==> src/rtl/dmem_pkg.sv <==
// Shared definitions for the data-memory bus interface: size encodings,
// FSM state encoding and the access legality check.
package dmem_pkg;

   localparam logic [1:0] SZ_B = 2'b00;
   localparam logic [1:0] SZ_H = 2'b01;
   localparam logic [1:0] SZ_W = 2'b10;
   localparam logic [1:0] SZ_D = 2'b11;

   typedef enum logic [1:0] {
      ST_IDLE   = 2'd0,
      ST_ACCESS = 2'd1,
      ST_RESP   = 2'd2
   } state_t;

   // Returns 1 when the access is misaligned for its size, or is a double
   // access on a 32-bit bus.
   function automatic logic dmem_bad_access(input logic [1:0] size,
                                            input logic [2:0] addr_lo,
                                            input logic       is_64);
      logic bad;
      bad = 1'b0;
      case (size)
         SZ_B:    bad = 1'b0;
         SZ_H:    bad = addr_lo[0];
         SZ_W:    bad = |addr_lo[1:0];
         SZ_D:    bad = ~is_64 | (|addr_lo[2:0]);
         default: bad = 1'b1;
      endcase
      return bad;
   endfunction

endpackage

==> src/rtl/dmem_lane_align.sv <==
// Byte-lane steering: load extract with sign/zero extension, and store
// data replication across all lanes of the bus.
module dmem_lane_align #(
   parameter int XLEN = 32
) (
   input  logic [1:0]                  i_st_size,
   input  logic [XLEN-1:0]             i_st_data,
   output logic [XLEN-1:0]             o_st_data,
   input  logic [1:0]                  i_ld_size,
   input  logic [$clog2(XLEN/8)-1:0]   i_ld_off,
   input  logic                        i_ld_unsigned,
   input  logic [XLEN-1:0]             i_ld_data,
   output logic [XLEN-1:0]             o_ld_data
);
   import dmem_pkg::*;

   logic [XLEN-1:0] w_shift;
   logic [XLEN-1:0] w_mask;
   logic            w_sign;

   // Store replication: the bus samples whichever lane the address selects.
   always_comb begin
      o_st_data = i_st_data;
      case (i_st_size)
         SZ_B:    o_st_data = {(XLEN/8){i_st_data[7:0]}};
         SZ_H:    o_st_data = {(XLEN/16){i_st_data[15:0]}};
         SZ_W:    o_st_data = {(XLEN/32){i_st_data[31:0]}};
         default: o_st_data = i_st_data;
      endcase
   end

   // Load extraction: shift the addressed lane down, then mask and extend.
   always_comb begin
      w_shift = i_ld_data >> {i_ld_off, 3'b000};
      w_mask  = {XLEN{1'b1}};
      w_sign  = 1'b0;
      case (i_ld_size)
         SZ_B: begin
            w_mask = XLEN'(8'hFF);
            w_sign = w_shift[7];
         end
         SZ_H: begin
            w_mask = XLEN'(16'hFFFF);
            w_sign = w_shift[15];
         end
         SZ_W: begin
            w_mask = XLEN'(32'hFFFF_FFFF);
            w_sign = w_shift[31];
         end
         default: begin
            w_mask = {XLEN{1'b1}};
            w_sign = 1'b0;
         end
      endcase
      o_ld_data = (w_shift & w_mask) |
                  ({XLEN{w_sign & ~i_ld_unsigned}} & ~w_mask);
   end

endmodule

==> src/rtl/dmem_bus_if.sv <==
// MEM-stage data bus interface: request latch, ACKD_n handshake with wait
// states and timeout, misalignment rejection and pipeline stall.
module dmem_bus_if #(
   parameter int XLEN    = 32,
   parameter int AW      = 32,
   parameter int TIMEOUT = 15
) (
   input  logic              clk,
   input  logic              rst,
   input  logic              req_valid,
   input  logic              req_write,
   input  logic [1:0]        req_size,
   input  logic              req_unsigned,
   input  logic [AW-1:0]     req_addr,
   input  logic [XLEN-1:0]   req_wdata,
   output logic              stall,
   output logic              resp_valid,
   output logic [XLEN-1:0]   resp_rdata,
   output logic              resp_err,
   output logic [AW-1:0]     DAD,
   output logic [XLEN-1:0]   ddt_o,
   output logic              ddt_oe,
   input  logic [XLEN-1:0]   ddt_i,
   output logic              MREQ,
   output logic              WRITE,
   output logic [1:0]        SIZE,
   input  logic              ACKD_n
);
   import dmem_pkg::*;

   localparam int LB = $clog2(XLEN/8);
   localparam int CW = (TIMEOUT < 2) ? 1 : $clog2(TIMEOUT + 1);

   state_t            r_state;
   state_t            w_next_state;
   logic [CW-1:0]     r_cnt;
   logic [LB-1:0]     r_addr_lo;
   logic [1:0]        r_size;
   logic              r_write;
   logic              r_unsigned;
   logic [AW-1:0]     r_dad;
   logic [XLEN-1:0]   r_ddt_o;
   logic              r_mreq;
   logic              r_bus_write;
   logic              r_ddt_oe;
   logic              r_resp_valid;
   logic              r_resp_err;
   logic [XLEN-1:0]   r_resp_rdata;

   logic              w_bad;
   logic              w_ack;
   logic              w_timeout;
   logic [XLEN-1:0]   w_st_data;
   logic [XLEN-1:0]   w_ld_data;

   assign w_bad = dmem_bad_access(req_size, req_addr[2:0], (XLEN == 64));

   dmem_lane_align #(.XLEN(XLEN)) u_align (
      .i_st_size     (req_size),
      .i_st_data     (req_wdata),
      .o_st_data     (w_st_data),
      .i_ld_size     (r_size),
      .i_ld_off      (r_addr_lo),
      .i_ld_unsigned (r_unsigned),
      .i_ld_data     (ddt_i),
      .o_ld_data     (w_ld_data)
   );

   // FSM state register.
   always_ff @(posedge clk or negedge rst) begin
      if (!rst) begin
         r_state <= ST_IDLE;
      end else begin
         r_state <= w_next_state;
      end
   end

   // Next-state logic; acknowledge wins over a coincident timeout.
   always_comb begin
      w_next_state = r_state;
      w_ack        = 1'b0;
      w_timeout    = 1'b0;
      case (r_state)
         ST_IDLE: begin
            if (req_valid) begin
               w_next_state = w_bad ? ST_RESP : ST_ACCESS;
            end else begin
               w_next_state = ST_IDLE;
            end
         end
         ST_ACCESS: begin
            w_ack     = ~ACKD_n;
            w_timeout = (TIMEOUT != 0) && (r_cnt == CW'(TIMEOUT - 1));
            if (w_ack || w_timeout) begin
               w_next_state = ST_RESP;
            end else begin
               w_next_state = ST_ACCESS;
            end
         end
         ST_RESP: w_next_state = ST_IDLE;
         default: w_next_state = ST_IDLE;
      endcase
   end

   // Request latch, bus outputs, wait counter and response registers.
   always_ff @(posedge clk or negedge rst) begin
      if (!rst) begin
         r_cnt        <= '0;
         r_addr_lo    <= '0;
         r_size       <= 2'b00;
         r_write      <= 1'b0;
         r_unsigned   <= 1'b0;
         r_dad        <= '0;
         r_ddt_o      <= '0;
         r_mreq       <= 1'b0;
         r_bus_write  <= 1'b0;
         r_ddt_oe     <= 1'b0;
         r_resp_valid <= 1'b0;
         r_resp_err   <= 1'b0;
         r_resp_rdata <= '0;
      end else begin
         r_resp_valid <= 1'b0;
         r_resp_err   <= 1'b0;
         case (r_state)
            ST_IDLE: begin
               if (req_valid) begin
                  r_addr_lo    <= req_addr[LB-1:0];
                  r_size       <= req_size;
                  r_write      <= req_write;
                  r_unsigned   <= req_unsigned;
                  r_dad        <= {req_addr[AW-1:LB], {LB{1'b0}}};
                  r_ddt_o      <= req_write ? w_st_data : '0;
                  r_cnt        <= '0;
                  r_resp_rdata <= '0;
                  if (w_bad) begin
                     r_resp_valid <= 1'b1;
                     r_resp_err   <= 1'b1;
                  end else begin
                     r_mreq      <= 1'b1;
                     r_bus_write <= req_write;
                     r_ddt_oe    <= req_write;
                  end
               end
            end
            ST_ACCESS: begin
               if (w_ack || w_timeout) begin
                  r_mreq       <= 1'b0;
                  r_bus_write  <= 1'b0;
                  r_ddt_oe     <= 1'b0;
                  r_resp_valid <= 1'b1;
                  r_resp_err   <= ~w_ack;
                  r_resp_rdata <= (w_ack && !r_write) ? w_ld_data : '0;
               end else if (TIMEOUT != 0) begin
                  r_cnt <= r_cnt + CW'(1);
               end
            end
            ST_RESP: begin
               r_resp_rdata <= '0;
            end
            default: begin
               r_mreq      <= 1'b0;
               r_bus_write <= 1'b0;
               r_ddt_oe    <= 1'b0;
            end
         endcase
      end
   end

   assign stall      = req_valid & ~r_resp_valid;
   assign resp_valid = r_resp_valid;
   assign resp_err   = r_resp_err;
   assign resp_rdata = r_resp_rdata;
   assign DAD        = r_dad;
   assign ddt_o      = r_ddt_o;
   assign ddt_oe     = r_ddt_oe;
   assign MREQ       = r_mreq;
   assign WRITE      = r_bus_write;
   assign SIZE       = r_size;

endmodule

==> config.mk <==
export PLATFORM = sky130hd
export DESIGN_NAME = dmem_bus_if
export DESIGN_NICKNAME = d
export VERILOG_FILES = /design/src/rtl/dmem_pkg.sv /design/src/rtl/dmem_lane_align.sv /design/src/rtl/dmem_bus_if.sv
export SDC_FILE = /design/constraint.sdc
export NUM_CORES = 1
export LEC_CHECK = 0
export BUFFER_PORTS_ARGS = -buffer_cell sky130_fd_sc_hd__clkbuf_2
export CELL_PAD_IN_SITES_DETAIL_PLACEMENT = 0
export CELL_PAD_IN_SITES_GLOBAL_PLACEMENT = 1
export CORE_MARGIN = 8
export CORE_UTILIZATION = 38
export CTS_BUF_LIST = sky130_fd_sc_hd__clkbuf_8
export DETAILED_ROUTE_END_ITERATION = 8
export GPL_ROUTABILITY_DRIVEN = 0
export GPL_TIMING_DRIVEN = 0
export MAX_ROUTING_LAYER = met4
export PLACE_DENSITY = 0.84
export SETUP_SLACK_MARGIN = 0.1
export SYNTH_ARGS = -nofsm -noshare
export SYNTH_HDL_FRONTEND = slang
export SYNTH_SLANG_ARGS = --single-unit
==> constraint.sdc <==
create_clock -name clk -period 2.14 [get_ports clk]
set_input_delay 0.214 -clock clk [delete_from_list [all_inputs] [get_ports clk]]
set_output_delay 0.214 -clock clk [all_outputs]
set_load 0.1 [all_outputs]
==> reports/qor.csv, run 1 <==
stage;metric;value;unit
final_layout;antenna_cells;0;
power;power_density;1350;nW/um^2
floorplan;coreArea;13200;sq um
clock_network;path_clk_slew;0.10;ns
sta;setup_tns;0;ns
setup_path;endpoint_kind;register;
sta;max_freq;518;MHz
sta;layout_min_cycle_time;1.93;ns
route;via_per_inst;5.17;
logic_synthesis;avgSynthCellArea;11.5;sq um
clock_network;cts_root_buf;clkbuf_8;
place;place_inst;826;
sta;hold_ws;0.0618;ns
setup_path;r2r_end;resp_rdata[27]$_DFFE_PN0P_;
hold_path;whs_endpoint;DAD[25]$_DFFE_PN0P_;
sta;relSlewSlack;0.413;
sta;finalSetupViolCount;0;
setup_path;crit_fanout;10;
power;ir_drop;836;uV
setup_path;r2r_cells;6;
clock_network;cts-buffers-inserted;9;
final_layout;final-seq-area;2750;sq um
logic_synthesis;yosys_most_used_dff;dfrtp_1;
floorplan;rows;42;
final_layout;postLayoutCellArea;6630;sq um
setup_path;r2r_slack;0.21;ns
power;leakagePower;3.39;nW
hold_path;worstHoldStart;req_addr[25];
hold_path;worstHoldPathCells;2;
route;wl_per_cell;19.1;um
clock_network;clock_latency;0.38;ns
global_route;grt-ovfl-total;0;
route;dr_total_vias;4377;
final_layout;final_cell_mix;208 x clkbuf_2, 110 x dfrtp_1, 57 x nand2_1;
floorplan;die_h;132;um
final_layout;multiInputGateArea;2220;sq um
global_route;antenna_found_initial;0;
floorplan;die_x;132;um
global_route;grt_pass1_wl;25.9;mm
logic_synthesis;syn_area;5140;sq um
global_route;grt_max_degree;111;
logic_synthesis;synthCells;446;
clock_network;ctsHtreeMaxLevel;3;
final_layout;fin_cells;846;
route;drt_wl_total;16.1;mm
sta;rsz0062_at_grt;no;
sta;fin_crit_sh;0.903;
floorplan;io_pins;208;
final_layout;layout-drive-gt1-share;0.457;
setup_path;arrival;2.20;ns
place;io_buffer_count;203;
setup_path;critical_path_class;register to register;
final_layout;area_growth;29.0;%
hold_path;min_path_type;primary input to register;
final_layout;nets;772;
place;postPlaceCellArea;6390;sq um
logic_synthesis;synth_edf_count;0;
logic_synthesis;ys_seq_elements;110;
clock_network;clock_sinks;110;
floorplan;initial_utilization;0.388;
logic_synthesis;seq_area_frac_synth;0.536;
global_route;grt_usage;0.190;
clock_network;clk_path_buf_depth;2;
route;drc;0;
setup_path;r2r_start;r_addr_lo[1]$_DFFE_PN0P_;
sta;skew;0.00816;ns
sta;finalHoldViolCount;0;
flow_run;max_cap_violations;0;
place;dp_hpwl;12.4;mm
sta;max_slew.worst_pin.slew;0.881;ns
logic_synthesis;synth.distinct_cells;36;
setup_path;critical_path.startpoint_type;register;
final_layout;n_fill_cell;1237;
route;drtIter0Drc;310;
route;first_pass_iters;4;
clock_network;cts_tree;yes;
outcome;status;completed;
final_layout;final_common_cell;clkbuf_2;
logic_synthesis;ys_warn_count;0;
route;ant_nets;0;
logic_synthesis;synthArstFlopShare;1.00;
floorplan;dieArea;17500;sq um
setup_path;required;2.40;ns
sta;final_max_slew_viol_count;0;
global_route;grt_pass1_vias;4798;
## logic make-up (layout without fill, tap and decap cells)
logic type	after synthesis	after routing	share of synthesized area
other cells	1	2	0.000730
flops	110	110	0.536
buf+inv	39	262	0.0375
mux	82	82	0.173
fa+ha+maj	2	2	0.00487
simple gates	111	111	0.103
compound gates	101	101	0.145
## routing by layer
metal,global-route usage,share of wire,vias up,wire length (um)
met5,-,0,-,0
met4,0.0637,0.018,0,293
met3,0.0503,0.074,21,1200
met2,0.296,0.46,195,7500
met1,0.235,0.44,2123,7140
li1,-,-,2038,-
## worst max path at each step
stage          slack, ns                     start                          to
2_1_floorplan       0.17       SIZE[0]$_DFFE_PN0P_  resp_rdata[24]$_DFFE_PN0P_
3_3_place_gp       -0.68                       rst         DAD[16]$_DFFE_PN0P_
3_5_place_dp        0.05      r_state[0]$_DFF_PN0_        ddt_o[9]$_DFFE_PN0P_
4_1_cts              0.1      r_state[1]$_DFF_PN0_   resp_rdata[8]$_DFFE_PN0P_
5_1_grt             0.11  r_addr_lo[1]$_DFFE_PN0P_  resp_rdata[25]$_DFFE_PN0P_
6_report            0.21  r_addr_lo[1]$_DFFE_PN0P_  resp_rdata[27]$_DFFE_PN0P_
## area by class of cell
class / count / share of cell area
Multi-Input combinational cell: 298 / 0.334
Inverter: 3 / 0.00170
Clock buffer: 11 / 0.0228
Sequential cell: 110 / 0.415
Buffer: 36 / 0.0285
Clock inverter: 4 / 0.00340
Timing Repair Buffer: 208 / 0.161
Tap cell: 176 / 0.0332
## sequential cells by signal, summed over array words and instances, names as in the netlist
name        cells
resp_valid      1
r_unsigned      1
r_cnt           4
r_write         1
resp_err        1
DAD            30
ddt_o          32
ddt_oe          1
MREQ            1
resp_rdata     32
r_addr_lo       2
SIZE            2
r_state         2
## synth_stat cells, types with 2 or more instances
cell type  number  area, sq um
a21oi_1         6         30.0
a221o_1        16          160
a221o_2         8         90.1
a22o_1         15          131
and2b_1         2         15.0
buf_1           4         15.0
buf_2           4         20.0
buf_4           3         22.5
buf_6           4         45.0
clkbuf_1       21         78.8
dfrtp_1       110         2750
ha_1            2         25.0
inv_1           3         11.3
mux2_2         54          608
mux2i_1        28          280
nand2_1        57          214
nand2b_1        2         12.5
nand3_1         3         15.0
nor2_1         19         71.3
nor2b_1        20          125
o21ai_0        35          175
o31ai_1        16          120
## power breakdown
group | internal, mW | leakage [nW] | switching (mW)
registers | 2.51 | 1.41 | 0.287
logic | 0.930 | 1.88 | 4.06
clock network | 0.476 | 0.0910 | 0.692
## metrics by stage
stage	utilization	power, mW	worst slack, ns
final	0.500	8.96	0.209
after detailed placement	0.482	7.84	0.0455
after global placement	0.482	7.78	-0.677
after CTS	0.496	9.03	0.0972
after floorplan	-	6.84	0.169
after global routing	0.500	9.36	0.112
## critical path: stages, from the launching register on
cell and delay [ns]:
dfrtp_1 0.33, buf_2 0.21, mux2_2 0.37, a2bb2oi_1 0.28, a21oi_4 0.14, buf_6 0.17, a221o_2 0.30
## what timing repair did
action / CTS / global route
hold buffers: 1 / 0
gates resized for setup: 1 / 13
setup buffers: 0 / 4
endpoints found under the hold margin: 99 / 0
pin swaps: 0 / 1
endpoints found under the setup margin: 25 / 47
Note: power is estimated with default switching activity, not from simulation.
==> inputs of run 2 (changes only) <==
--- a/config.mk
+++ b/config.mk
@@ -15,7 +15,7 @@
 export GPL_ROUTABILITY_DRIVEN = 0
 export GPL_TIMING_DRIVEN = 0
 export MAX_ROUTING_LAYER = met4
-export PLACE_DENSITY = 0.84
+export PLACE_DENSITY_LB_ADDON = 0.1
 export SETUP_SLACK_MARGIN = 0.1
 export SYNTH_ARGS = -nofsm -noshare
 export SYNTH_HDL_FRONTEND = slang
==> reports/qor.csv, run 2 (same netlist as run 1, synthesis figures left out) <==
stage;metric;value;unit;change
outcome;status;completed;;unchanged
setup_path;r2r_end;resp_rdata[13]$_DFFE_PN0P_;;was resp_rdata[27]$_DFFE_PN0P_
setup_path;r2r_slack;0.26;ns;was 0.21 ns
final_layout;fin_util;0.499;;was 0.500
final_layout;fin_cells;844;;was 846
hold_path;min_path_type;primary input to register;;unchanged
sta;relSlewSlack;0.398;;was 0.413
final_layout;antenna_cells;0;;unchanged
final_layout;final_cell_mix;208 x clkbuf_2, 110 x dfrtp_1, 57 x nand2_1;;unchanged
sta;max_freq;531;MHz;was 518 MHz
hold_path;whs_endpoint;DAD[8]$_DFFE_PN0P_;;was DAD[25]$_DFFE_PN0P_
setup_path;required;2.41;ns;was 2.40 ns
place;dp_hpwl;12.1;mm;was 12.4 mm
route;drc;0;;unchanged
sta;hold_ws;0.0582;ns;was 0.0618 ns
place;dpl_worst_slack;0.0644;ns;was 0.0455 ns
clock_network;clock_latency;0.39;ns;was 0.38 ns
sta;final_max_slew_viol_count;0;;unchanged
clock_network;clk_path_buf_depth;2;;unchanged
setup_path;endpoint_kind;register;;unchanged
sta;fin_crit_sh;0.881;;was 0.903
clock_network;path_clk_slew;0.11;ns;was 0.10 ns
clock_network;cts-buffers-inserted;9;;unchanged
setup_path;r2r_cells;5;;was 6
floorplan;dieArea;17500;sq um;unchanged
floorplan;die_x;132;um;unchanged
final_layout;layout-drive-gt1-share;0.451;;was 0.457
setup_path;critical_path_class;register to register;;unchanged
global_route;grt_usage;0.184;;was 0.190
flow_run;max_cap_violations;0;;unchanged
clock_network;ctsHtreeMaxLevel;3;;unchanged
sta;finalHoldViolCount;0;;unchanged
global_route;antenna_found_initial;0;;unchanged
global_route;grt-ovfl-total;0;;unchanged
clock_network;clock_sinks;110;;unchanged
final_layout;n_fill_cell;1289;;was 1237
floorplan;rows;42;;unchanged
sta;skew;0.0119;ns;was 0.00816 ns
route;first_pass_iters;5;;was 4
route;via_per_inst;5.12;;was 5.17
floorplan;die_h;132;um;unchanged
setup_path;arrival;2.16;ns;was 2.20 ns
final_layout;final_common_cell;clkbuf_2;;unchanged
hold_path;worstHoldPathCells;2;;unchanged
global_route;grt_pass1_wl;25.0;mm;was 25.9 mm
route;drtIter0Drc;310;;unchanged
floorplan;initial_utilization;0.388;;unchanged
sta;layout_setup_ws;0.256;ns;was 0.209 ns
sta;finalSetupViolCount;0;;unchanged
route;dr_total_vias;4319;;was 4377
setup_path;r2r_start;r_addr_lo[1]$_DFFE_PN0P_;;unchanged
route;drt_wl_total;15.8;mm;was 16.1 mm
clock_network;cts_tree;yes;;unchanged
global_route;grt_pass1_vias;4653;;was 4798
route;wl_per_cell;18.7;um;was 19.1 um
place;place_inst;826;;unchanged
sta;layout_min_cycle_time;1.88;ns;was 1.93 ns
route;ant_nets;0;;unchanged
setup_path;critical_path.startpoint_type;register;;unchanged
hold_path;worstHoldStart;req_addr[8];;was req_addr[25]
sta;setup_tns;0;ns;unchanged
floorplan;coreArea;13200;sq um;unchanged
place;io_buffer_count;203;;unchanged
power;power_density;1370;nW/um^2;was 1350 nW/um^2
final_layout;area_growth;28.7;%;was 29.0%
power;ir_drop;721;uV;was 836 uV
sta;max_slew.worst_pin.slew;0.904;ns;was 0.881 ns
sta;rsz0062_at_grt;no;;unchanged
final_layout;nets;769;;was 772
floorplan;io_pins;208;;unchanged
clock_network;cts_root_buf;clkbuf_8;;unchanged
global_route;grt_max_degree;111;;unchanged
power;leakagePower;3.38;nW;was 3.39 nW
setup_path;crit_fanout;10;;unchanged
==> run 2: worst max-delay path: stages (launching register included) <==
cell     delay (ns)
dfrtp_1        0.33
buf_2          0.21
buf_1          0.49
mux2i_1        0.26
o21ai_0        0.13
a221o_1        0.35
==> run 2: worst max-delay path by stage <==
stage                                  to                startpoint  slack (ns)  cells after the start
2_1_floorplan  resp_rdata[24]$_DFFE_PN0P_       SIZE[0]$_DFFE_PN0P_        0.17                      5
3_3_place_gp          DAD[22]$_DFFE_PN0P_                       rst       -0.77                      1
3_5_place_dp         r_state[0]$_DFF_PN0_      r_state[0]$_DFF_PN0_        0.06                      6
6_report       resp_rdata[13]$_DFFE_PN0P_  r_addr_lo[1]$_DFFE_PN0P_        0.26                      5
5_1_grt        resp_rdata[14]$_DFFE_PN0P_  r_addr_lo[1]$_DFFE_PN0P_        0.11                      5
4_1_cts             ddt_o[31]$_DFFE_PN0P_      r_state[0]$_DFF_PN0_        0.10                      6
==> run 2: final cells by class <==
class	instances	area, sq um	share of cell area
clock inverters	6	55.1	0.00833
repair buffers	205	1040	0.158
clock buffers	10	138	0.0208
flip-flops and latches	110	2750	0.416
well taps	176	220	0.0333
multi-input cells	298	2200	0.333
plain buffers	36	189	0.0286
inverters	3	11.3	0.00170
==> run 2: per-stage QoR <==
stage | power, mW | cell area, sq um
floorplan | 6.84 | 5140
global placement | 7.78 | 6380
detailed placement | 7.82 | 6390
CTS | 9.12 | 6590
global route | 9.43 | 6610
finish | 9.04 | 6610
==> run 2: timing repair <==
action	in CTS	in global routing
setup buffers	0	1
setup endpoints to repair	9	59
pin swaps	0	1
hold buffers	1	0
gates resized for setup	1	11
hold endpoints to repair	58	0
==> run 2: power breakdown <==
part	switching [mW]	total, mW	internal (mW)
Sequential	0.271	2.79	2.51
Clock	0.727	1.29	0.563
Combinational	4.04	4.97	0.926
Total	5.04	9.04	4.00
==> run 2: metal layers <==
| layer | track usage | vias to the layer above | wire [um] |
|---|---|---|---|
| met5 | - | - | 0 |
| met4 | 0.0644 | 0 | 295 |
| met3 | 0.0412 | 17 | 917 |
| met2 | 0.295 | 166 | 7600 |
| met1 | 0.225 | 2104 | 7010 |
| li1 | - | 2032 | - |
